**src/rtl/gig_eth_mac_pkg.sv**
```systemverilog
// Shared types for the GbE MAC TX client-side arbiter.
// Holds the arbiter state encoding and port-count limits.
package gig_eth_mac_pkg;

    localparam int MAX_ARB_PORTS = 4;

    typedef enum logic {
        ARB_IDLE,
        ARB_BUSY
    } arb_state_e;

    function automatic int idx_w(input int n);
        return (n > 1) ? $clog2(n) : 1;
    endfunction

endpackage

```
**src/rtl/gig_eth_rr_pick.sv**
```systemverilog
// Combinational round-robin picker: first requester after last_i,
// wrapping modulo NUM_PORTS, returned one-hot.
module gig_eth_rr_pick
    import gig_eth_mac_pkg::*;
#(
    parameter int NUM_PORTS = 2,
    localparam int IW = idx_w(NUM_PORTS)
) (
    input  logic [NUM_PORTS-1:0] req_i,
    input  logic [IW-1:0]        last_i,
    output logic [NUM_PORTS-1:0] grant_o
);

    logic [IW-1:0] idx;
    logic          found;

    always_comb begin
        grant_o = '0;
        found   = 1'b0;
        idx     = '0;
        for (int i = 1; i <= NUM_PORTS; i++) begin
            idx = IW'((int'(last_i) + i) % NUM_PORTS);
            if (!found && req_i[idx]) begin
                grant_o[idx] = 1'b1;
                found        = 1'b1;
            end
        end
    end

endmodule

```
**src/rtl/gig_eth_mac_tx_arbiter.sv**
```systemverilog
// Frame-level round-robin arbiter feeding the single GbE MAC TX stream.
// Whole frames only; per-port frame and bad-frame counters.
module gig_eth_mac_tx_arbiter
    import gig_eth_mac_pkg::*;
#(
    parameter int NUM_PORTS = 2,
    parameter int CNT_WIDTH = 16
) (
    input  logic                           tx_clk,
    input  logic                           reset,
    input  logic                           conf_arb_en,
    input  logic [8*NUM_PORTS-1:0]         s_axis_tdata,
    input  logic [NUM_PORTS-1:0]           s_axis_tvalid,
    input  logic [NUM_PORTS-1:0]           s_axis_tlast,
    input  logic [NUM_PORTS-1:0]           s_axis_tuser,
    output logic [NUM_PORTS-1:0]           s_axis_tready,
    output logic [7:0]                     tx_axis_mac_tdata,
    output logic                           tx_axis_mac_tvalid,
    output logic                           tx_axis_mac_tlast,
    output logic                           tx_axis_mac_tuser,
    input  logic                           tx_axis_mac_tready,
    output logic [NUM_PORTS-1:0]           grant_onehot,
    output logic [CNT_WIDTH*NUM_PORTS-1:0] frame_cnt,
    output logic [CNT_WIDTH*NUM_PORTS-1:0] err_cnt
);

    localparam int IW = idx_w(NUM_PORTS);

    arb_state_e                           state_q;
    logic [NUM_PORTS-1:0]                 grant_q;
    logic [IW-1:0]                        last_q;
    logic [NUM_PORTS-1:0][CNT_WIDTH-1:0]  frame_cnt_q;
    logic [NUM_PORTS-1:0][CNT_WIDTH-1:0]  err_cnt_q;
    logic [NUM_PORTS-1:0][7:0]            sdata;
    logic [NUM_PORTS-1:0]                 pick;
    logic [IW-1:0]                        gidx;
    logic                                 eof;

    assign sdata        = s_axis_tdata;
    assign grant_onehot = grant_q;
    assign frame_cnt    = frame_cnt_q;
    assign err_cnt      = err_cnt_q;

    gig_eth_rr_pick #(
        .NUM_PORTS(NUM_PORTS)
    ) u_pick (
        .req_i  (s_axis_tvalid),
        .last_i (last_q),
        .grant_o(pick)
    );

    always_comb begin
        gidx = '0;
        for (int i = 0; i < NUM_PORTS; i++) begin
            if (grant_q[i]) gidx = IW'(i);
        end
    end

    // Pass-through of the owner; sideband forced to 0 outside tvalid
    always_comb begin
        tx_axis_mac_tvalid = 1'b0;
        tx_axis_mac_tdata  = '0;
        tx_axis_mac_tlast  = 1'b0;
        tx_axis_mac_tuser  = 1'b0;
        s_axis_tready      = '0;
        if (state_q == ARB_BUSY) begin
            tx_axis_mac_tvalid  = s_axis_tvalid[gidx];
            s_axis_tready[gidx] = tx_axis_mac_tready;
            if (s_axis_tvalid[gidx]) begin
                tx_axis_mac_tdata = sdata[gidx];
                tx_axis_mac_tlast = s_axis_tlast[gidx];
                tx_axis_mac_tuser = s_axis_tuser[gidx];
            end
        end
    end

    assign eof = tx_axis_mac_tvalid & tx_axis_mac_tready & tx_axis_mac_tlast;

    always_ff @(posedge tx_clk) begin
        if (reset) begin
            state_q     <= ARB_IDLE;
            grant_q     <= '0;
            last_q      <= IW'(NUM_PORTS - 1);
            frame_cnt_q <= '0;
            err_cnt_q   <= '0;
        end else begin
            unique case (state_q)
                ARB_IDLE: begin
                    if (conf_arb_en && |s_axis_tvalid) begin
                        grant_q <= pick;
                        state_q <= ARB_BUSY;
                    end
                end
                ARB_BUSY: begin
                    if (eof) begin
                        last_q            <= gidx;
                        frame_cnt_q[gidx] <= frame_cnt_q[gidx] + CNT_WIDTH'(1);
                        if (tx_axis_mac_tuser)
                            err_cnt_q[gidx] <= err_cnt_q[gidx] + CNT_WIDTH'(1);
                        grant_q <= '0;
                        state_q <= ARB_IDLE;
                    end
                end
            endcase
        end
    end

endmodule

```
**config.mk**
```make
export PLATFORM = sky130hd
export DESIGN_NAME = gig_eth_mac_tx_arbiter
export DESIGN_NICKNAME = d
export VERILOG_FILES = /design/src/rtl/gig_eth_mac_pkg.sv /design/src/rtl/gig_eth_rr_pick.sv /design/src/rtl/gig_eth_mac_tx_arbiter.sv
export SDC_FILE = /design/constraint.sdc
export NUM_CORES = 1
export LEC_CHECK = 0
export ABC_AREA = 0
export BUFFER_PORTS_ARGS = -buffer_cell sky130_fd_sc_hd__buf_2
export CORE_MARGIN = 8
export CORE_UTILIZATION = 40
export CTS_CLUSTER_SIZE = 12
export DETAILED_ROUTE_END_ITERATION = 8
export PLACE_DENSITY = 0.72
export SLEW_MARGIN = 20
export SYNTH_ARGS = -nofsm -noshare
export SYNTH_HDL_FRONTEND = slang
export SYNTH_HIERARCHICAL = 1
export SYNTH_SLANG_ARGS = --single-unit
```
**constraint.sdc**
```tcl
create_clock -name tx_clk -period 2.4 [get_ports tx_clk]
set_input_delay 0.48 -clock tx_clk [delete_from_list [all_inputs] [get_ports tx_clk]]
set_output_delay 0.48 -clock tx_clk [all_outputs]
set_load 0.005 [all_outputs]
```
==> impl_summary.md, run 1 <==
Status
The run finished with clean final reports.

Drt
The DRC violation count after routing is 0. The sum of routed wire length over all layers is between 10 and 15 mm. The number of vias per cell is 5.38. Dividing the detail-routed wire length by the instance count gives 16.5 um. For this run, the detailed router's first-pass iteration total came to 4.

The routed layout has between 3000 and 4000 vias. The number of DRC markers in iteration 0 is 241. The residual antenna-violating net count after detailed routing is 0.

STA
The minimum clock period is between 2000 and 2500 ps. The number of max-slew violations in the final report was 0. Across all hold checks on the routed design, the worst slack comes to ~400 ps. Setup violations remaining at the end of the flow were counted as 0. Of the available clock period, the critical path in the final layout requires 0.903. For this run, the top clock speed supported by timing is 0.461 GHz.

In this run the tightest slew margin relative to its limit is 0.580. In the final timing run, aggregate negative setup slack is 0 ps. The slew of the pin with the lowest slew margin is ~630 ps.

The final-report hold violation count is 0. Setup repair after global routing left no endpoint under its margin. The worst setup skew after layout is between 6 and 7 ps.

Final layout
The layout filler cell count is just over 900. The non-filler instance count after layout is around 710. The net count reported at finish is 596. The share of post-route cells with drive strength above 1 is 0.279. The total non-filler cell area in the finished layout is roughly 4800 um2. The area growth from synthesis to layout is 23.1%. The antenna diode count is 0.

Worst setup path
The data arrival time of the critical path is around 1700 ps. The element type at the critical path start is a flop. The worst reg2reg path startpoint is grant_onehot[1]$_SDFFE_PP0P_. The top fanout value on the critical path is 17. The number of cell instances on the worst register-to-register path is 6. The critical path data required time is 1920 ps. The terminus of the critical flop-to-flop path is err_cnt[30]$_SDFFE_PP0P_. The class of the most critical setup path is reg2out. STA classifies the critical path endpoint as an output pin. In this run the register-to-register setup slack is 310 ps.

Job
The tool flagged a number of max-cap violations equal to 0.

Place
After detailed placement, the total cell area comes to between 4000 and 5000 um2. The number of buffers added on ports is 104. The final weighted congestion of routability-driven global placement is between 0.8 and 0.9. The post-DP HPWL is 8.63 mm.

Including well taps, the total number of placed cells is roughly 700.

CTS
The maximum count of clock buffers along a single path is 2. Post-CTS repair changed the size of 0 cells. TritonCTS built the clock tree. The number of sinks on the clock net is 68. After clock tree synthesis, the clock-pin slew on the worst setup and hold paths is around 70 ps.

The H-tree depth reported by CTS is 3. The clock insertion delay at the later pin of the skew report is 360 ps. The clock tree root buffer cell is sky130_fd_sc_hd__clkbuf_8. The number of CTS-inserted buffers is 9.

Global route
The via count of the first global-routing pass is ~3700. The met1 usage in global routing is 0.213. The global routing usage on met2 is 0.297. The first-pass GRT wire length is between 15 and 20 mm. For this run, the total global-route usage over all layers was measured as 0.175.

met2 is the most crowded layer. The number of antenna violations at the first check in global routing is 0. Global routing finished with a remaining overflow of 0. Entering global routing, the biggest net connects 36 pins.

The met3 demand-to-capacity share in global routing is 0.0491.

Floorplanning
Row generation in the floorplan step produced 36 rows. For this configuration, the core starts out at a cell density of 0.404. The total area inside the core boundary comes to 9590 um2. The total I/O pin count is 105. The die covers between 10000 and 15000 um2. The height of the die is 114 um. The width of the die is between 100 and 150 um.

Synthesis
The mean instance size in the synthesized netlist is ~8.4 um2. The number of enable-type register cells in the synthesized netlist is 0. The cell area that synthesis handed to floorplanning was 3880 um2.

After synthesis, the share of flip-flops with an asynchronous set or reset is 0. The number of library cell types mapped by synthesis is between 60 and 70. In the post-synthesis netlist, the biggest area contributors are sky130_fd_sc_hd__dfxtp_1, sky130_fd_sc_hd__mux2i_1, sky130_fd_sc_hd__xor2_1.

The leading register cell type out of synthesis is sky130_fd_sc_hd__dfxtp_1. The share of synthesized area in the top cell type comes to 0.351. The commonest cells after synthesis are sky130_fd_sc_hd__dfxtp_1, sky130_fd_sc_hd__nand2_1, sky130_fd_sc_hd__nor2_1. The flop and latch count out of synthesis is roughly 70. The register area share after synthesis is 0.351. For this run, the number of Yosys warnings is 6. The net count of the mapped netlist is around 490. The dominant cell type by area after synthesis is sky130_fd_sc_hd__dfxtp_1.

Yosys instantiated no cell more often than sky130_fd_sc_hd__dfxtp_1. Counting every instance in the synthesized netlist gives around 460.

Power
The static power due to leakage is just under 2 nW. The maximum vdd drop is ~0.00033 V. The cell area power density is roughly 460 nW/um2.

Min path
The number of cells on the worst hold path is 2. The destination of the worst hold path is state_q$_SDFF_PP0_. The origin of the worst min-delay path is tx_axis_mac_tready. The path class of the lowest-slack min-delay path is in2reg.
-- where the power goes --
part / leakage [nW] / switching, mW / internal [mW]
Clock: 0.0892 / 0.466 / 0.431
Sequential: 0.549 / 0.00829 / 1.13
Combinational: 1.29 / 0.0844 / 0.0603
Total: 1.93 / 0.558 / 1.62
-- cell type report --
type	instances	area (um2)	share of cell area
tap	133	166	0.0349
clock buffer	10	149	0.0312
clock inverter	6	37.5	0.00786
sequential	68	1370	0.286
inverter	7	26.3	0.00550
multi-input combinational	361	2350	0.492
timing repair buffer	121	681	0.143
-- timing repair --
action / 4_1_cts / 5_1_grt
setup buffers: 0 / 1
hold buffers: 0 / 0
setup endpoints to repair: 0 / 9
-- layout by cell type (no fill, tap or decap), types with 3 or more instances in the layout --
cell / n
sky130_fd_sc_hd__nand4b_1: 6
sky130_fd_sc_hd__mux2i_1: 25
sky130_fd_sc_hd__xor2_1: 26
sky130_fd_sc_hd__o21ai_0: 12
sky130_fd_sc_hd__or4_1: 4
sky130_fd_sc_hd__nand3b_1: 10
sky130_fd_sc_hd__nor2_1: 48
sky130_fd_sc_hd__nand2_1: 60
sky130_fd_sc_hd__a21oi_1: 28
sky130_fd_sc_hd__a22o_1: 6
sky130_fd_sc_hd__o31ai_1: 3
sky130_fd_sc_hd__dfxtp_1: 67
sky130_fd_sc_hd__and2_1: 6
sky130_fd_sc_hd__buf_2: 104
sky130_fd_sc_hd__nand4_1: 11
sky130_fd_sc_hd__inv_1: 6
sky130_fd_sc_hd__clkinv_2: 3
sky130_fd_sc_hd__nand4_4: 3
sky130_fd_sc_hd__a31oi_1: 3
sky130_fd_sc_hd__buf_4: 14
sky130_fd_sc_hd__xnor2_1: 5
sky130_fd_sc_hd__a311o_1: 5
sky130_fd_sc_hd__clkbuf_8: 9
sky130_fd_sc_hd__nand3_1: 34
sky130_fd_sc_hd__nand2b_1: 3
sky130_fd_sc_hd__nor4_1: 3
sky130_fd_sc_hd__nor2b_1: 6
sky130_fd_sc_hd__mux2_2: 6
sky130_fd_sc_hd__nor3_1: 6
sky130_fd_sc_hd__and3_1: 3
sky130_fd_sc_hd__nor3b_1: 5
sky130_fd_sc_hd__clkinvlp_4: 3
-- stage by stage --
step / setup slack (ps) / power, mW / util
after detailed placement: 226 / 1.31 / 0.477
after global routing: 113 / 2.27 / 0.498
after CTS: 77.7 / 2.20 / 0.496
after global placement: 316 / 1.30 / 0.477
final: 233 / 2.18 / 0.498
after floorplan: 19.3 / 1.25 / -
-- sequential cells by signal, summed over array words and instances (netlist names) --
name and count:
grant_onehot 2, last_q 1, frame_cnt 32, state_q 1
err_cnt 32
-- cells by family after synthesis --
group | count (synthesis) | share of synthesized area
adders and majority gates | 2 | 0.00645
AOI/OAI and AO/OA | 80 | 0.148
muxes | 31 | 0.0819
buffers and inverters | 32 | 0.0432
xor gates and xnor gates | 31 | 0.0700
DFF | 68 | 0.351
and+or+nand+nor | 217 | 0.300
-- routing by layer --
metal	up-vias	routed length (um)
li1	1872	-
met1	1803	4990
met2	108	5790
met3	12	733
met4	0	104
met5	-	0
-- worst max-delay path by stage --
stage	start	to	slack (ps)	cells after the start
floorplan	grant_onehot[1]$_SDFFE_PP0P_	err_cnt[30]$_SDFFE_PP0P_	20	11
global placement	grant_onehot[1]$_SDFFE_PP0P_	err_cnt[30]$_SDFFE_PP0P_	320	6
detailed placement	grant_onehot[1]$_SDFFE_PP0P_	frame_cnt[29]$_SDFFE_PP0P_	230	6
CTS	grant_onehot[1]$_SDFFE_PP0P_	tx_axis_mac_tdata[3]	80	4
global route	grant_onehot[1]$_SDFFE_PP0P_	tx_axis_mac_tdata[7]	110	4
finish	grant_onehot[1]$_SDFFE_PP0P_	tx_axis_mac_tdata[3]	230	4
-- critical path: stages, from the launching register on --
cell and delay, ps:
sky130_fd_sc_hd__dfxtp_4 500, sky130_fd_sc_hd__mux2_2 360, sky130_fd_sc_hd__nand2_1 240, sky130_fd_sc_hd__nor2_1 90
sky130_fd_sc_hd__buf_2 130
No activity file was read; power rests on OpenSTA's default activity.
==> run 2: changes to the inputs <==
--- a/config.mk
+++ b/config.mk
@@ -12,6 +12,7 @@
 export CTS_CLUSTER_SIZE = 12
 export DETAILED_ROUTE_END_ITERATION = 8
 export PLACE_DENSITY = 0.72
+export REMOVE_ABC_BUFFERS = 1
 export SLEW_MARGIN = 20
 export SYNTH_ARGS = -nofsm -noshare
 export SYNTH_HDL_FRONTEND = slang
==> impl_summary.md, run 2 (synthesized netlist as in run 1, its figures left out) <==
Status
The run finished with clean final reports.

Global route
The number of antenna violations at the first check in global routing is 0 (unchanged). The maximum number of pins on one net before global-route repair is 33 (-8.3%). The global-route usage over all layers is 0.173 (-0.00221). The first-pass GRT wire length is 18.3 mm (-1.2%). The via count of the first global-routing pass is 3798 (+2.8%). The remaining global-route overflow is 0 (unchanged).

STA
The remaining max-slew budget at the tightest pin was 0.639 (+0.0582). Setup repair after global routing left no endpoint under its margin. The final-layout worst hold slack is 399 ps (-0.570 ps). The worst setup skew after layout is 12.4 ps (+5.82 ps).

The post-layout worst setup margin was 168 ps (-64.3 ps). The slew of the pin with the lowest slew margin is 542 ps (-87.4 ps). The highest clock rate is 0.448 GHz (-2.9%). The final-report hold violation count is 0 (unchanged). The fraction of the cycle the final worst path needs came to 0.930 (+0.0268). The minimum clock period is 2230 ps (+64.3 ps). The number of max-slew violations in the final report is 0 (unchanged). The final count of negative-setup-slack endpoints is 0 (unchanged).

Worst setup path
The worst setup path is of the reg2out kind. The worst reg2reg path startpoint is grant_onehot[1]$_SDFFE_PP0P_. The launch point of the worst path is grant_onehot[1]$_SDFFE_PP0P_. The top fanout value on the critical path came to 17 (unchanged). The data arrival time of the critical path was 1750 ps (+60 ps). The element type at the critical path start is a flop. The critical path data required time came to 1920 ps (about the same).

STA classifies the critical path endpoint as an output pin.

Place
The number of buffers added on ports came to 104 (unchanged). The post-DP HPWL is 8.43 mm (-2.3%). The count of placed standard cells including taps is 686 (-0.44%). The final weighted congestion of routability-driven global placement was 0.855 (-4.7%).

The pre-CTS setup slack is 192 ps (-33.7 ps). The instance area after placement is 4540 um2 (-0.77%).

Floorplanning
The area enclosed by the die boundary came to 13100 um2 (unchanged). The standard cell core area was 9590 um2 (unchanged). The number of rows in the core area is 36 (unchanged). The effective utilization at floorplan came to 0.404 (unchanged). The width of the die is 114 um (unchanged).

The height of the die came to 114 um (unchanged). The total I/O pin count is 105 (unchanged).

CTS
The number of CTS-inserted buffers came to 9 (unchanged). The quantity of hold-fixing buffers added after cts is 0 (unchanged). The clock insertion delay at the later pin of the skew report is 350 ps (about the same). The total of cells resized after clock tree synthesis is 0 (unchanged).

The post-CTS setup buffer count is 0 (unchanged). The clock-pin slew of the registers on the worst-case setup and hold paths is 80 ps (about the same). The number of sinks on the clock net is 68 (unchanged).

The H-tree depth reported by CTS is 3 (unchanged). The clock tree root buffer cell is sky130_fd_sc_hd__clkbuf_8. The maximum count of clock buffers along a single path is 2 (unchanged). TritonCTS built the clock tree.

Power
The cell area power density was 466 nW/um2 (+2.1%). The static power due to leakage is 1.91 nW (-1.0%). The maximum vdd drop is 0.000266 V (-19%).

Drt
The iteration count of the initial detailed-routing pass is 5 (+1). The residual antenna-violating net count after detailed routing came to 0 (unchanged). The number of DRC markers in iteration 0 came to 225 (-6.6%). The number of vias per cell is 5.50 (+2.3%). The total vias in the final route is 3867 (+1.9%). The DRC violation count after routing was 0 (unchanged). The sum of routed wire length over all layers is 11.3 mm (-2.3%). The routed length per instance was 16.1 um (-1.9%).

Final layout
The library cells used most frequently in the layout, excluding fill and tap cells, are sky130_fd_sc_hd__buf_2, sky130_fd_sc_hd__dfxtp_1, sky130_fd_sc_hd__nand2_1, sky130_fd_sc_hd__nor2_1, sky130_fd_sc_hd__nand3_1. The share of post-route cells with drive strength above 1 was 0.275 (-0.00379). The signed area change from the synthesized netlist to the final layout is 22.2%. The library cell used most frequently in the layout, excluding fill and tap cells, is sky130_fd_sc_hd__buf_2.

The multi-input logic area is 2350 um2 (unchanged). The final standard cell utilization of the core is 0.494 (-0.00352). The net count reported at finish came to 593 (-0.50%). The antenna diode count is 0 (unchanged).

The non-filler instance count after layout is 703 (-0.42%). The total non-filler cell area in the finished layout is 4740 um2 (-0.71%). The combined flip-flop and latch cell area is 1370 um2 (unchanged).

The layout filler cell count was 934 (+1.3%).

Job
The max-capacitance violation count is 0 (unchanged).

Min path
In this run the worst hold path is classified as in2reg. The origin of the worst min-delay path is tx_axis_mac_tready.
## run 2: cell types whose count changed in the layout (fill, tap and decap cells not counted), sizes merged
cell	change
bufinv	+1
clkbuf	-1
buf	-3
## run 2: path summary, 6_finish.rpt
| kind | to | slack (ps) | cells after the start |
|---|---|---|---|
| worst max-delay path | tx_axis_mac_tdata[5] | 170 | 4 |
| worst min-delay path | state_q$_SDFF_PP0_ | 400 | 2 |
| worst max register to register | err_cnt[30]$_SDFFE_PP0P_ | 260 | 7 |
| worst min register to register | grant_onehot[0]$_SDFFE_PP0P_ | 490 | 2 |
## run 2: metrics by stage
step                      TNS, ps  total power, mW
after floorplan            -73130             1.23
after global placement          0             1.30
after detailed placement        0             1.30
after CTS                       0             2.24
after global routing            0             2.31
final                           0             2.21
## run 2: power breakdown
group | switching [mW] | internal, mW
Combinational | 0.0812 | 0.0590
Clock | 0.456 | 0.474
Sequential | 0.00955 | 1.13
Total | 0.546 | 1.66
## run 2: cell type report
cell class	instances	share of cell area
Multi-Input combinational cell	361	0.496
Sequential cell	68	0.288
Timing Repair Buffer	118	0.135
Tap cell	133	0.0351
Clock buffer	9	0.0261
Clock inverter	7	0.0143
Inverter	7	0.00554
## run 2: worst max-delay path, stage by stage (launching register included)
cell	delay, ps
sky130_fd_sc_hd__dfxtp_4	550
sky130_fd_sc_hd__mux2_2	380
sky130_fd_sc_hd__nand2_1	250
sky130_fd_sc_hd__nor2_1	80
sky130_fd_sc_hd__buf_2	130
## run 2: metal layers
metal,share of wire,vias up,global-route usage
li1,-,1873,-
met1,0.44,1848,0.215
met2,0.47,134,0.285
met3,0.080,12,0.0496
met4,0.012,0,0.0461
met5,0,-,0
==> run 3: changes to the inputs <==
--- a/config.mk
+++ b/config.mk
@@ -16,5 +16,4 @@
 export SLEW_MARGIN = 20
 export SYNTH_ARGS = -nofsm -noshare
 export SYNTH_HDL_FRONTEND = slang
-export SYNTH_HIERARCHICAL = 1
 export SYNTH_SLANG_ARGS = --single-unit
==> impl_summary.md, run 3 <==
STA
The number of max-slew violations in the final report came to 0 (unchanged). The fraction of the cycle the final worst path needs is 0.935 (+0.00544). The worst setup skew after layout is 9.77 ps (-2.61 ps). The remaining max-slew budget at the tightest pin was 0.663 (+0.0240).

The slew of the pin with the lowest slew margin is 506 ps (-36.0 ps). The final-layout worst hold slack is 469 ps (+69.9 ps). The final-report hold violation count is 0 (unchanged). The minimum clock period is 2240 ps (+13.1 ps). Setup repair after global routing left no endpoint under its margin. The highest clock rate is 0.445 GHz (-0.58%). The final count of negative-setup-slack endpoints is 0 (unchanged).

Global route
The global-route usage over all layers came to 0.164 (-0.00903). The maximum number of pins on one net before global-route repair is 51 (+55%). The number of antenna violations at the first check in global routing is 0 (unchanged).

The first-pass GRT wire length is 17.1 mm (-6.6%). The via count of the first global-routing pass is 3532 (-7.0%). The remaining global-route overflow was 0 (unchanged).

Synthesis
The register area share after synthesis was 0.367 (+0.0162). The number of enable-type register cells in the synthesized netlist is 0 (unchanged). The portion of synthesized cell area occupied by the leading cell type came to 0.367 (+0.0162).

Yosys attributes the largest share of cell area to sky130_fd_sc_hd__dfxtp_1, sky130_fd_sc_hd__xor2_1, sky130_fd_sc_hd__nor2_1. The post-synthesis cell count is 429 (-6.9%). The adder-cell share of the synthesized area is 0.00675 (+0.000298). The synthesized-area fraction occupied by ao, oa, aoi and oai cells is 0.117 (-0.0306). The cell area after technology mapping is 3710 um2 (-4.4%). The combinational family with the most area after synthesis is simple AND/OR/NAND/NOR gates. The number of library cell types mapped by synthesis is 51 (-19%). In the synthesized netlist, the cells that appear most often are sky130_fd_sc_hd__dfxtp_1, sky130_fd_sc_hd__nor2_1, sky130_fd_sc_hd__nand2_1. The total of warnings raised by yosys is 0 (-6). The post-synthesis simple-gate area fraction is 0.299 (-0.000656). The fraction of synthesized area in multiplexers came to 0.0759 (-0.00600). The fraction of synthesis flops using an asynchronous set or reset pin was 0 (unchanged). The leading register cell type out of synthesis is sky130_fd_sc_hd__dfxtp_1.

The mean instance size in the synthesized netlist is 8.64 um2 (+2.7%). The dominant cell type by area after synthesis is sky130_fd_sc_hd__dfxtp_1. In the post-synthesis netlist, the cell with the most instances is sky130_fd_sc_hd__dfxtp_1. The flop and latch count out of synthesis is 68 (unchanged).

The post-synthesis xor/xnor area fraction is 0.0945 (+0.0245).

CTS
The quantity of hold-fixing buffers added after cts came to 0 (unchanged). The number of CTS-inserted buffers is 9 (unchanged). The number of sinks on the clock net is 68 (unchanged). The H-tree depth reported by CTS is 3 (unchanged). The clock insertion delay at the later pin of the skew report is 340 ps (about the same).

The clock tree root buffer cell is sky130_fd_sc_hd__clkbuf_8. The post-CTS setup buffer count came to 0 (unchanged). The maximum count of clock buffers along a single path is 2 (unchanged). The clock-pin slew of the registers on the worst-case setup and hold paths was 70 ps (about the same). The TritonCTS clock tree is yes.

Drt
The residual antenna-violating net count after detailed routing is 0 (unchanged). The number of vias per cell is 5.47 (-0.50%). The number of DRC markers in iteration 0 is 200 (-11%). The sum of routed wire length over all layers is 10.4 mm (-8.3%). The DRC violation count after routing is 0 (unchanged). The total vias in the final route came to 3563 (-7.9%). The iteration count of the initial detailed-routing pass came to 5 (unchanged). The routed length per instance is 16.0 um (-1.0%).

Worst setup path
The critical path goes through buf_12 > mux2_2 > nand2_2 > nor2_1 > buf_2. The top fanout value on the critical path is 50 (+33). Broken down by cell family, the worst path's largest delay share belongs to flip-flops. The largest individual stage delay along the critical path comes from the cell sky130_fd_sc_hd__dfxtp_2. STA classifies the critical path endpoint as an output pin. The data arrival time of the critical path was 1760 ps (about the same). The worst setup path is of the reg2out kind. The highest cell delay on the worst timing path is 380 ps (-170 ps). The critical path data required time is 1920 ps (about the same). The number of buffers and inverters on the critical path came to 2 (+1). The worst setup path is launched from a flop.

Job
The max-capacitance violation count is 0 (unchanged).

Final layout
Leaving out fill and tap cells, the most frequent cells in the layout are sky130_fd_sc_hd__buf_2, sky130_fd_sc_hd__dfxtp_1, sky130_fd_sc_hd__nor2_1, sky130_fd_sc_hd__nand2_1. The antenna diode count was 0 (unchanged). The total non-filler cell area in the finished layout is 4520 um2 (-4.7%). Compared with the post-synthesis result, the final layout area differs by 21.8%. The library cell used most frequently in the layout, excluding fill and tap cells, is sky130_fd_sc_hd__buf_2. The net count reported at finish is 563 (-5.1%).

The share of post-route cells with drive strength above 1 was 0.289 (+0.0135). The final standard cell utilization of the core is 0.496 (+0.00175). The non-filler instance count after layout is 651 (-7.4%).

Power
The static power due to leakage is 2.00 nW (+4.8%). The total design power is 2.08 mW (-5.8%). The cell area power density is 461 nW/um2 (-1.1%). The maximum vdd drop came to 0.000286 V (+7.5%).

Floorplanning
The effective utilization at floorplan is 0.407 (+0.00273). The standard cell core area is 9110 um2 (-5.1%). The width of the die is 112 um (-1.9%). The total I/O pin count is 105 (unchanged). The number of rows in the core area is 35 (-2.8%). The height of the die is 112 um (-1.9%).

The area enclosed by the die boundary is 12600 um2 (-3.8%).

Place
The instance area after placement is 4350 um2 (-4.1%). The final weighted congestion of routability-driven global placement was 0.832 (-2.7%). The post-DP HPWL is 7.79 mm (-7.5%). The number of buffers added on ports is 104 (unchanged). The count of placed standard cells including taps came to 635 (-7.4%).

Status
The run finished with clean final reports.

Min path
The path class of the lowest-slack min-delay path is reg2reg.
## run 3: cell types whose count changed after synthesis, sizes merged, moves of 5 or more
cell / previous run / this run
nand2: 60 / 46
a22o: 6 / 0
o21ai: 15 / 10
nor2: 48 / 57
a311o: 5 / 0
nand4: 15 / 22
inv: 7 / 2
xor2: 26 / 34
or3: 1 / 6
mux2i: 25 / 18
## run 3: worst paths after layout
check	cells past startpoint	end	slack (ps)	from
min	2	err_cnt[31]$_SDFFE_PP0P_	470	err_cnt[31]$_SDFFE_PP0P_
max reg2reg	6	frame_cnt[14]$_SDFFE_PP0P_	170	grant_onehot[1]$_SDFFE_PP0P_
max	5	tx_axis_mac_tdata[2]	160	grant_onehot[1]$_SDFFE_PP0P_
min reg2reg	2	err_cnt[31]$_SDFFE_PP0P_	470	err_cnt[31]$_SDFFE_PP0P_
## run 3: worst register-to-register path: stages, from the launching register on
cell and delay, ps:
sky130_fd_sc_hd__dfxtp_2 380, sky130_fd_sc_hd__buf_12 250, sky130_fd_sc_hd__nand3_1 230, sky130_fd_sc_hd__a21oi_1 360, sky130_fd_sc_hd__nand3_1 250, sky130_fd_sc_hd__or4_1 540, sky130_fd_sc_hd__a21oi_1 150
## run 3: final cells by class
cell class	count	area, um2
fill	878	4590
multi-input combinational	337	2200
sequential	68	1360
timing repair buffer	117	643
clock buffer	14	153
tap	111	139
clock inverter	2	10.0
inverter	2	7.51
## run 3: power by group
part / switching, mW / leakage [nW] / internal [mW]
logic: 0.0730 / 1.37 / 0.0557
registers: 0.00501 / 0.548 / 1.13
clock network: 0.415 / 0.0844 / 0.402
total: 0.493 / 2.00 / 1.59
## run 3: kinds of logic after synthesis
kind of cell / Yosys count
AND/OR/NAND/NOR: 203
flip-flops: 68
AO/OA/AOI/OAI: 65
XOR/XNOR: 40
multiplexers: 27
buffers and inverters: 24
adder cells (fa/ha/maj): 2
## run 3: timing repair
item / CTS / global route
resized for setup: 0 / 1
endpoints found under the hold margin: 0 / 0
endpoints found under the setup margin: 0 / 10
## run 3: metrics by stage
step | setup TNS [ps] | setup WS [ps]
after global routing | 0 | 45.4
after global placement | 0 | 261
after floorplan | -53980 | -1350
final | 0 | 155
after detailed placement | 0 | 194
after CTS | 0 | 35.8
## run 3: per-layer routing
layer | wire length (um) | global-route usage | vias to the layer above
met2 | 5140 | 0.281 | 136
met4 | 105 | 0.0405 | 0
li1 | - | - | 1736
met1 | 4270 | 0.187 | 1673
met3 | 881 | 0.0623 | 18
met5 | 0 | 0 | -
